--- src/rtl/mod_arith_rsd2bin.sv ---
// Word-serial conversion of an RSD operand pair (up, un) into the canonical residue (up - un) mod M.
// Define RSD_CONV_ZERO_FLG_EN to add the out_zero flag, which reports dout == 0 alongside out_valid.
module mod_arith_rsd2bin #(
  parameter int W = 32
) (
  input  logic         clk,
  input  logic         rst_n,
  input  logic         in_valid,
  output logic         in_ready,
  input  logic         flg_mod,
  input  logic [255:0] up,
  input  logic [255:0] un,
  output logic         out_valid,
  input  logic         out_ready,
  output logic [255:0] dout,
  output logic         busy
`ifdef RSD_CONV_ZERO_FLG_EN
  ,
  output logic         out_zero
`endif
);

  localparam int N  = 256 / W;
  localparam int CW = (N > 1) ? $clog2(N) : 1;

  localparam logic [255:0] MP0 =
    256'hFFFFFFFF00000001000000000000000000000000FFFFFFFFFFFFFFFFFFFFFFFF;
  localparam logic [255:0] MP1 =
    256'hFFFFFFFF00000000FFFFFFFFFFFFFFFFBCE6FAADA7179E84F3B9CAC2FC632551;

  typedef enum logic [2:0] {IDLE, SUB, ADD, TRY, DONE} state_t;

  state_t          state, state_next;
  logic [255:0]    up_r, un_r, r, t, t_full, m_sel;
  logic            flg, cy, out_valid_r;
  logic [CW-1:0]   cnt;
  logic            last, accept;
  logic [W-1:0]    a, b;
  logic [W:0]      res;
  int              base;

  assign in_ready  = (state == IDLE);
  assign busy      = (state != IDLE);
  assign accept    = in_valid & in_ready;
  assign out_valid = out_valid_r;
  assign dout      = r;
  assign last      = (cnt == CW'(N - 1));
  assign m_sel     = flg ? MP1 : MP0;
  assign base      = int'(cnt) * W;

  // One shared W+1 bit adder; bit W is the carry (ADD) or the borrow (SUB/TRY).
  always_comb begin
    // NOTE: every combinational output gets a default first so no path leaves it unassigned (no latch).
    a      = '0;
    b      = '0;
    res    = '0;
    t_full = t;
    case (state)
      SUB: begin
        a   = up_r[base +: W];
        b   = un_r[base +: W];
        res = {1'b0, a} - {1'b0, b} - {{W{1'b0}}, cy};
      end
      ADD: begin
        a   = r[base +: W];
        b   = m_sel[base +: W];
        res = {1'b0, a} + {1'b0, b} + {{W{1'b0}}, cy};
      end
      TRY: begin
        a   = r[base +: W];
        b   = m_sel[base +: W];
        res = {1'b0, a} - {1'b0, b} - {{W{1'b0}}, cy};
        t_full[base +: W] = res[W-1:0];
      end
      default: ;
    endcase
  end

  always_comb begin
    state_next = state;
    case (state)
      IDLE: if (accept) state_next = SUB;
      SUB:  if (last) state_next = res[W] ? ADD : TRY;
      ADD:  if (last && res[W]) state_next = TRY;
      TRY:  if (last) state_next = DONE;
      DONE: if (out_valid_r && out_ready) state_next = IDLE;
      default: state_next = IDLE;
    endcase
  end

  always_ff @(posedge clk or negedge rst_n) begin
    if (!rst_n) state <= IDLE;
    else        state <= state_next;
  end

  // NOTE: sequential state uses non-blocking assignments only, so every flop samples pre-edge values.
  always_ff @(posedge clk or negedge rst_n) begin
    if (!rst_n) begin
      // NOTE: the wide operand/result registers are reset too, so an aborted pass leaves nothing behind.
      up_r        <= '0;
      un_r        <= '0;
      r           <= '0;
      t           <= '0;
      flg         <= 1'b0;
      cy          <= 1'b0;
      cnt         <= '0;
      out_valid_r <= 1'b0;
    end else if (accept) begin
      up_r <= up;
      un_r <= un;
      flg  <= flg_mod;
      cy   <= 1'b0;
      cnt  <= '0;
    end else if (state == SUB || state == ADD || state == TRY) begin
      cnt <= last ? '0 : cnt + 1'b1;
      cy  <= last ? 1'b0 : res[W];
      if (state == TRY) begin
        t[base +: W] <= res[W-1:0];
        if (last && !res[W]) r <= t_full;
      end else begin
        r[base +: W] <= res[W-1:0];
      end
    end else if (state == DONE) begin
      // The first DONE cycle publishes r; the result then holds until taken.
      if (!out_valid_r)    out_valid_r <= 1'b1;
      else if (out_ready)  out_valid_r <= 1'b0;
    end
  end

`ifdef RSD_CONV_ZERO_FLG_EN
  logic zt, zr, zero_r, zt_n, zr_n, first;

  assign first    = (cnt == '0);
  assign zt_n     = (first | zt) & (res[W-1:0] == '0);
  assign zr_n     = (first | zr) & (a == '0);
  assign out_zero = zero_r;

  // Both candidates (t and the kept r) are tracked; the final borrow picks one.
  always_ff @(posedge clk or negedge rst_n) begin
    if (!rst_n) begin
      zt     <= 1'b0;
      zr     <= 1'b0;
      zero_r <= 1'b0;
    end else if (accept) begin
      zero_r <= 1'b0;
    end else if (state == TRY) begin
      zt <= zt_n;
      zr <= zr_n;
      if (last) zero_r <= res[W] ? zr_n : zt_n;
    end
  end
`endif

endmodule

--- config.mk ---
export PLATFORM = sky130hd
export DESIGN_NAME = mod_arith_rsd2bin
export DESIGN_NICKNAME = d
export VERILOG_FILES = /design/src/rtl/mod_arith_rsd2bin.sv
export SDC_FILE = /design/constraint.sdc
export NUM_CORES = 2
export LEC_CHECK = 0
export ABC_AREA = 1
export BUFFER_PORTS_ARGS = -buffer_cell sky130_fd_sc_hd__buf_2
export CORE_ASPECT_RATIO = 2
export CORE_MARGIN = 2
export CORE_UTILIZATION = 55
export DETAILED_ROUTE_END_ITERATION = 6
export PLACE_DENSITY = 0.79
export SYNTH_ARGS = -nofsm -noshare
export SYNTH_HDL_FRONTEND = slang
export SYNTH_SLANG_ARGS = --single-unit
--- constraint.sdc ---
create_clock -name clk -period 15 [get_ports clk]
set_input_delay 1.5 -clock clk [delete_from_list [all_inputs] [get_ports clk]]
set_output_delay 1.5 -clock clk [all_outputs]
set_load 0.03 [all_outputs]
==> results of run 1 <==
## metrics by stage
| step | hold WS [ns] | util | cells |
|---|---|---|---|
| 2_1_floorplan | 0.437 | - | 7989 |
| 3_3_place_gp | 0.452 | 0.599 | 9770 |
| 3_5_place_dp | 0.458 | 0.599 | 9771 |
| 4_1_cts | 0.475 | 0.629 | 9932 |
## layer usage
| layer | global-route usage | overflow |
|---|---|---|
| met1 | 0.631 | 0 |
| met2 | 0.892 | 1 |
| met3 | 0.410 | 0 |
| met4 | 0.707 | 2 |
| met5 | 0.0882 | 0 |
## kinds of logic after synthesis
family | after synthesis | share of synthesized area
AO/OA/AOI/OAI | 1711 | 0.170
flip-flops | 1033 | 0.446
multiplexers | 5 | 0.000971
adder cells (fa/ha/maj) | 166 | 0.0366
XOR/XNOR | 21 | 0.00317
buffers and inverters | 1072 | 0.0721
AND/OR/NAND/NOR | 3981 | 0.271
## cell usage after synthesis, types with 8 or more instances
cell	number	area (sq um)
buf_2	68	340
xor2_1	17	149
inv_2	23	86.3
dfrtp_1	1033	25800
a32o_1	12	120
nor3_1	23	115
nand3_2	8	80.1
o221ai_1	24	210
a21oi_1	490	2450
o32ai_1	12	105
ha_1	160	2000
o22ai_1	49	307
nand2_1	2696	10100
o21bai_1	8	60.1
o211ai_1	36	270
clkbuf_1	338	1270
a22oi_1	101	758
o21a_1	14	105
a211oi_1	69	518
nand4_1	64	400
o21ai_1	47	235
or2_2	22	138
o2111ai_1	16	140
nand3_1	196	981
a21o_1	18	135
nor2_1	925	3470
o21ai_0	703	3520
a31oi_1	11	68.8
a221oi_1	79	692
inv_1	564	2120
nor2_4	8	90.1
buf_4	10	75.1
nor2_2	13	81.3
buf_1	60	225
==> metrics.csv, run 1 <==
stage,metric,value,unit
synth,total nets after synthesis,8672,
synth,Cells after Synth,7989,
die,I/O Pins,776,
clock_network,clk root buf,clkbuf_16,
clock_network,H-tree Lvls,3,
clock_network,cts repair resizes,0,
synth,Synth Area per Inst,7.25,sq um
clock_network,TritonCTS Sinks,1033,
die,die height,463,um
place,Detail Placement HPWL,236000,um
die,starting density of the core,0.554,
synth,Mapped Area,58000,sq um
die,Die Wd,234,um
clock_network,postcts setup bufs,0,
synth,"Top FF cell, synth",dfrtp_1,
place,# port buffers,775,
clock_network,CTS Buf Count,91,
synth,register bit total from synthesis,1033,
die,Row Count,168,
global_route,total track usage,0.655,
synth,Synthesis Warnings,0,
outcome,Stop stage,5_1_grt,
synth,Yosys cell types,59,
synth,Async SR Flop Fraction,1.00,
global_route,first-pass GRT wire length,504000,um
place,GP Congestion,1.19,
place,Setup WS pre-CTS,6.49,ns
global_route,largest net degree at the start of global routing,226,
outcome,status,stopped before the end,
global_route,"Remaining Overflow, GRT",3,
synth,Post-synth EDFFs,0,
global_route,vias in the first global route,67400,
synth,sequential area share after synthesis,0.446,
clock_network,Hold Buf Count CTS,0,
place,Post-DP Area,62800,sq um
outcome,Error,[ERROR GRT-0116] Global routing finished with congestion. Check the congestion regions in the DRC Viewer.,
clock_network,clock buffer depth,3,
==> run 2, diff against run 1 <==
--- a/config.mk
+++ b/config.mk
@@ -7,11 +7,10 @@
 export LEC_CHECK = 0
 export ABC_AREA = 1
 export BUFFER_PORTS_ARGS = -buffer_cell sky130_fd_sc_hd__buf_2
-export CORE_ASPECT_RATIO = 2
 export CORE_MARGIN = 2
-export CORE_UTILIZATION = 55
+export CORE_UTILIZATION = 40
 export DETAILED_ROUTE_END_ITERATION = 6
-export PLACE_DENSITY = 0.79
+export PLACE_DENSITY_LB_ADDON = 0.15
 export SYNTH_ARGS = -nofsm -noshare
 export SYNTH_HDL_FRONTEND = slang
 export SYNTH_SLANG_ARGS = --single-unit
==> run 2 against run 1 <==
Compared with the run above:
- the flow now finishes, with violations (DRC)
- synthesized cell count did not move
- synthesized area stayed put
==> metrics.csv, run 2 <==
stage,metric,value,unit,change
synth,largest area contributor in the netlist,dfrtp_1,,unchanged
cells_and_area,Final Core Density,0.468,,
clock_network,postcts setup bufs,0,,unchanged
die,CORE AREA,144000,sq um,
synth,Mapped Area,58000,sq um,unchanged
die,die area,148000,sq um,
clock_network,clock buffer depth,3,,unchanged
synth,most common cell in the synthesized netlist,nand2_1,,unchanged
synth,post-synthesis simple-gate area fraction,0.271,,unchanged
global_route,largest net degree at the start of global routing,153,,
cells_and_area,area grow syn2layout,16.0,%,
die,Die Wd,385,um,was 234 um
synth,register bit total from synthesis,1033,,unchanged
critical_path,Crit Reg-Reg Startpoint,cnt[1],,
clock_network,cts repair resizes,0,,unchanged
route,# DRC,69,,
place,# port buffers,775,,unchanged
cells_and_area,share of cells above drive strength 1,0.137,,
clock_network,CTS clock-pin slew for the worst setup and hold paths,0.06,ns,
die,die height,385,um,was 463 um
synth,Synth Area in Compound Gates,0.170,,unchanged
route,mean routed wirelength per cell,27.2,um,
critical_path,CP startpoint kind,flip-flop,,
cells_and_area,"most common cell after layout, fill and taps aside",nand2_1,,
critical_path,Critical Path AT,9.56,ns,
synth,Synth Area in Adders,0.0366,,unchanged
place,GP Congestion,0.987,,was 1.19
critical_path,Setup crit start,cnt[1],,
route,antenna-violating nets left,0,,
global_route,initial antenna violation count,19,,
synth,Commonest cells post-synth,"nand2_1, dfrtp_1, nor2_1",,unchanged
sta,Final Setup Violations,0,,
synth,Yosys cell types,59,,unchanged
sta,final hold vios,0,,
clock_network,clk root buf,clkbuf_16,,unchanged
sta,Max-slew headroom,0.0519,,
synth,total nets after synthesis,8672,,unchanged
route,routed vias/inst,5.68,,
sta,Setup TNS Final,0,ns,
synth,sequential area share after synthesis,0.446,,unchanged
sta,fin crit share,0.591,,
synth,"Top FF cell, synth",dfrtp_1,,unchanged
synth,Synth Area per Inst,7.25,sq um,unchanged
clock_network,CTS tree,yes,,
global_route,total track usage,0.377,,
cells_and_area,fin nets,9181,,
critical_path,Bufs and invs on worst path,8,,
route,via count,59700,,
global_route,first-pass GRT wire length,405000,um,
clock_network,CTS Buf Count,117,,was 91
place,Detail Placement HPWL,213000,um,was 236000 um
global_route,vias in the first global route,56700,,
sta,clk_skew,0.0980,ns,
synth,Post-synth EDFFs,0,,unchanged
critical_path,required time of the critical path,15.69,ns,
synth,post-synthesis mux area share,0.000971,,unchanged
critical_path,Crit. End Element,flip-flop,,
clock_network,H-tree Lvls,3,,unchanged
synth,Synthesis Warnings,0,,unchanged
cells_and_area,most frequent cells in the layout,"nand2_1, dfrtp_1, nor2_1",,
synth,XOR/XNOR share of the synthesized area,0.00317,,unchanged
clock_network,Hold Buf Count CTS,0,,unchanged
clock_network,TritonCTS Sinks,1033,,unchanged
outcome,failing checks,DRC,,
synth,area fraction of the dominant cell type after synthesis,0.446,,unchanged
die,starting density of the core,0.403,,was 0.554
critical_path,"Largest delay share family, worst path",buffers and inverters,,
synth,Cells after Synth,7989,,unchanged
clock_network,clk_lat worst skew,0.79,ns,
die,I/O Pins,776,,unchanged
global_route,"Remaining Overflow, GRT",0,,
sta,Slew Limit Fails,0,,
synth,largest family of logic cells by synthesized area,simple AND/OR/NAND/NOR gates,,unchanged
route,DRT iter0 DRCs,6692,,
critical_path,Setup CP Type,reg -> reg,,
die,Row Count,139,,was 168
synth,"top cells by area, synth","dfrtp_1, nand2_1, o21ai_0, nor2_1, a21oi_1",,unchanged
sta,RSZ-0062 raised after global routing,false,,
critical_path,"Max FO, Critical Path",63,,
critical_path,CP max stage cell,inv_2,,
outcome,status,"finished, violations left",,was stopped before the end
synth,Async SR Flop Fraction,1.00,,unchanged
hold_path,HP Start,up_r[63],,
sta,worst slew pin tran,1.41,ns,
sta,f_max,0.113,GHz,
sta,post-layout min period,8.87,ns,
hold_path,class of the worst hold path,reg -> reg,,
route,final WL,286000,um,
critical_path,crit-path max cell delay,0.93,ns,
route,drt pass-1 iters,7,,
run,MaxCap Viol Count,0,,
run 2: cell counts after synthesis:
No cell type changed its count.
run 2: layer usage:
layer	wire length, um	vias up	global-route usage
li1	-	27000	-
met1	112000	28900	0.479
met2	129000	3059	0.589
met3	22500	649	0.0648
met4	22700	14	0.254
met5	99	-	0
run 2: worst reg2reg max path: stages (launching register included):
cell and delay (ns):
dfrtp_4 0.90, buf_4 0.66, nand2_2 0.58, inv_6 0.50, buf_4 0.79, a22oi_1 0.20, nand2_1 0.12, inv_1 0.05
o21ai_0 0.79, inv_1 0.12, ha_1 0.40, inv_1 0.10, ha_1 0.38, nand2_1 0.10, nor2_1 0.11, inv_1 0.07
nor4_1 0.32, nand3_1 0.18, nand2_1 0.10, nand2_1 0.06, nand3_2 0.07, nand4_2 0.13, nand2_4 0.15, nand3_2 0.63
inv_2 0.93, o21ai_0 0.25, o21ai_0 0.12
run 2: final cells by class:
class | instances | area [sq um]
antenna | 10 | 25.0
clock buffer | 167 | 3370
clock inverter | 53 | 688
fill | 14900 | 76400
inverter | 589 | 2240
multi-input combinational | 5884 | 28000
sequential | 1033 | 25900
tap | 1903 | 2380
timing repair buffer | 873 | 4670
run 2: stage by stage:
step	instance area, sq um	setup slack, ns	instances	hold slack, ns
3_5_place_dp	63200	6.37	10300	0.458
4_1_cts	67200	6.34	10500	0.475
6_report	67300	6.13	10500	0.472
5_1_grt	67200	5.77	10500	0.489
3_3_place_gp	63200	6.57	10300	0.451
2_1_floorplan	58000	10.17	7989	0.437
run 2: cells by family (layout without fill, tap and decap cells):
| group | Yosys count | count (layout) |
|---|---|---|
| other | 0 | 10 |
| muxes | 5 | 5 |
| AOI/OAI and AO/OA | 1711 | 1711 |
| buffers and inverters | 1072 | 1682 |
| adders and majority gates | 166 | 166 |
| xor gates and xnor gates | 21 | 21 |
| DFF | 1033 | 1033 |
| and+or+nand+nor | 3981 | 3981 |
run 2: path summary, 6_finish.rpt:
kind                             end  cells after the start  slack, ns
hold reg to reg             up_r[63]                      2       0.47
setup / recovery           dout[112]                     26       6.13
hold / removal              up_r[63]                      2       0.47
min in group asynchronous      t[14]                      1       0.73
setup reg to reg           dout[112]                     26       6.13
max in group asynchronous  up_r[157]                      4      10.98
Power of run 2 is left out: the tool's default activity adds up to more than one toggle a clock period on the data nets, which glitch-free logic cannot reach.
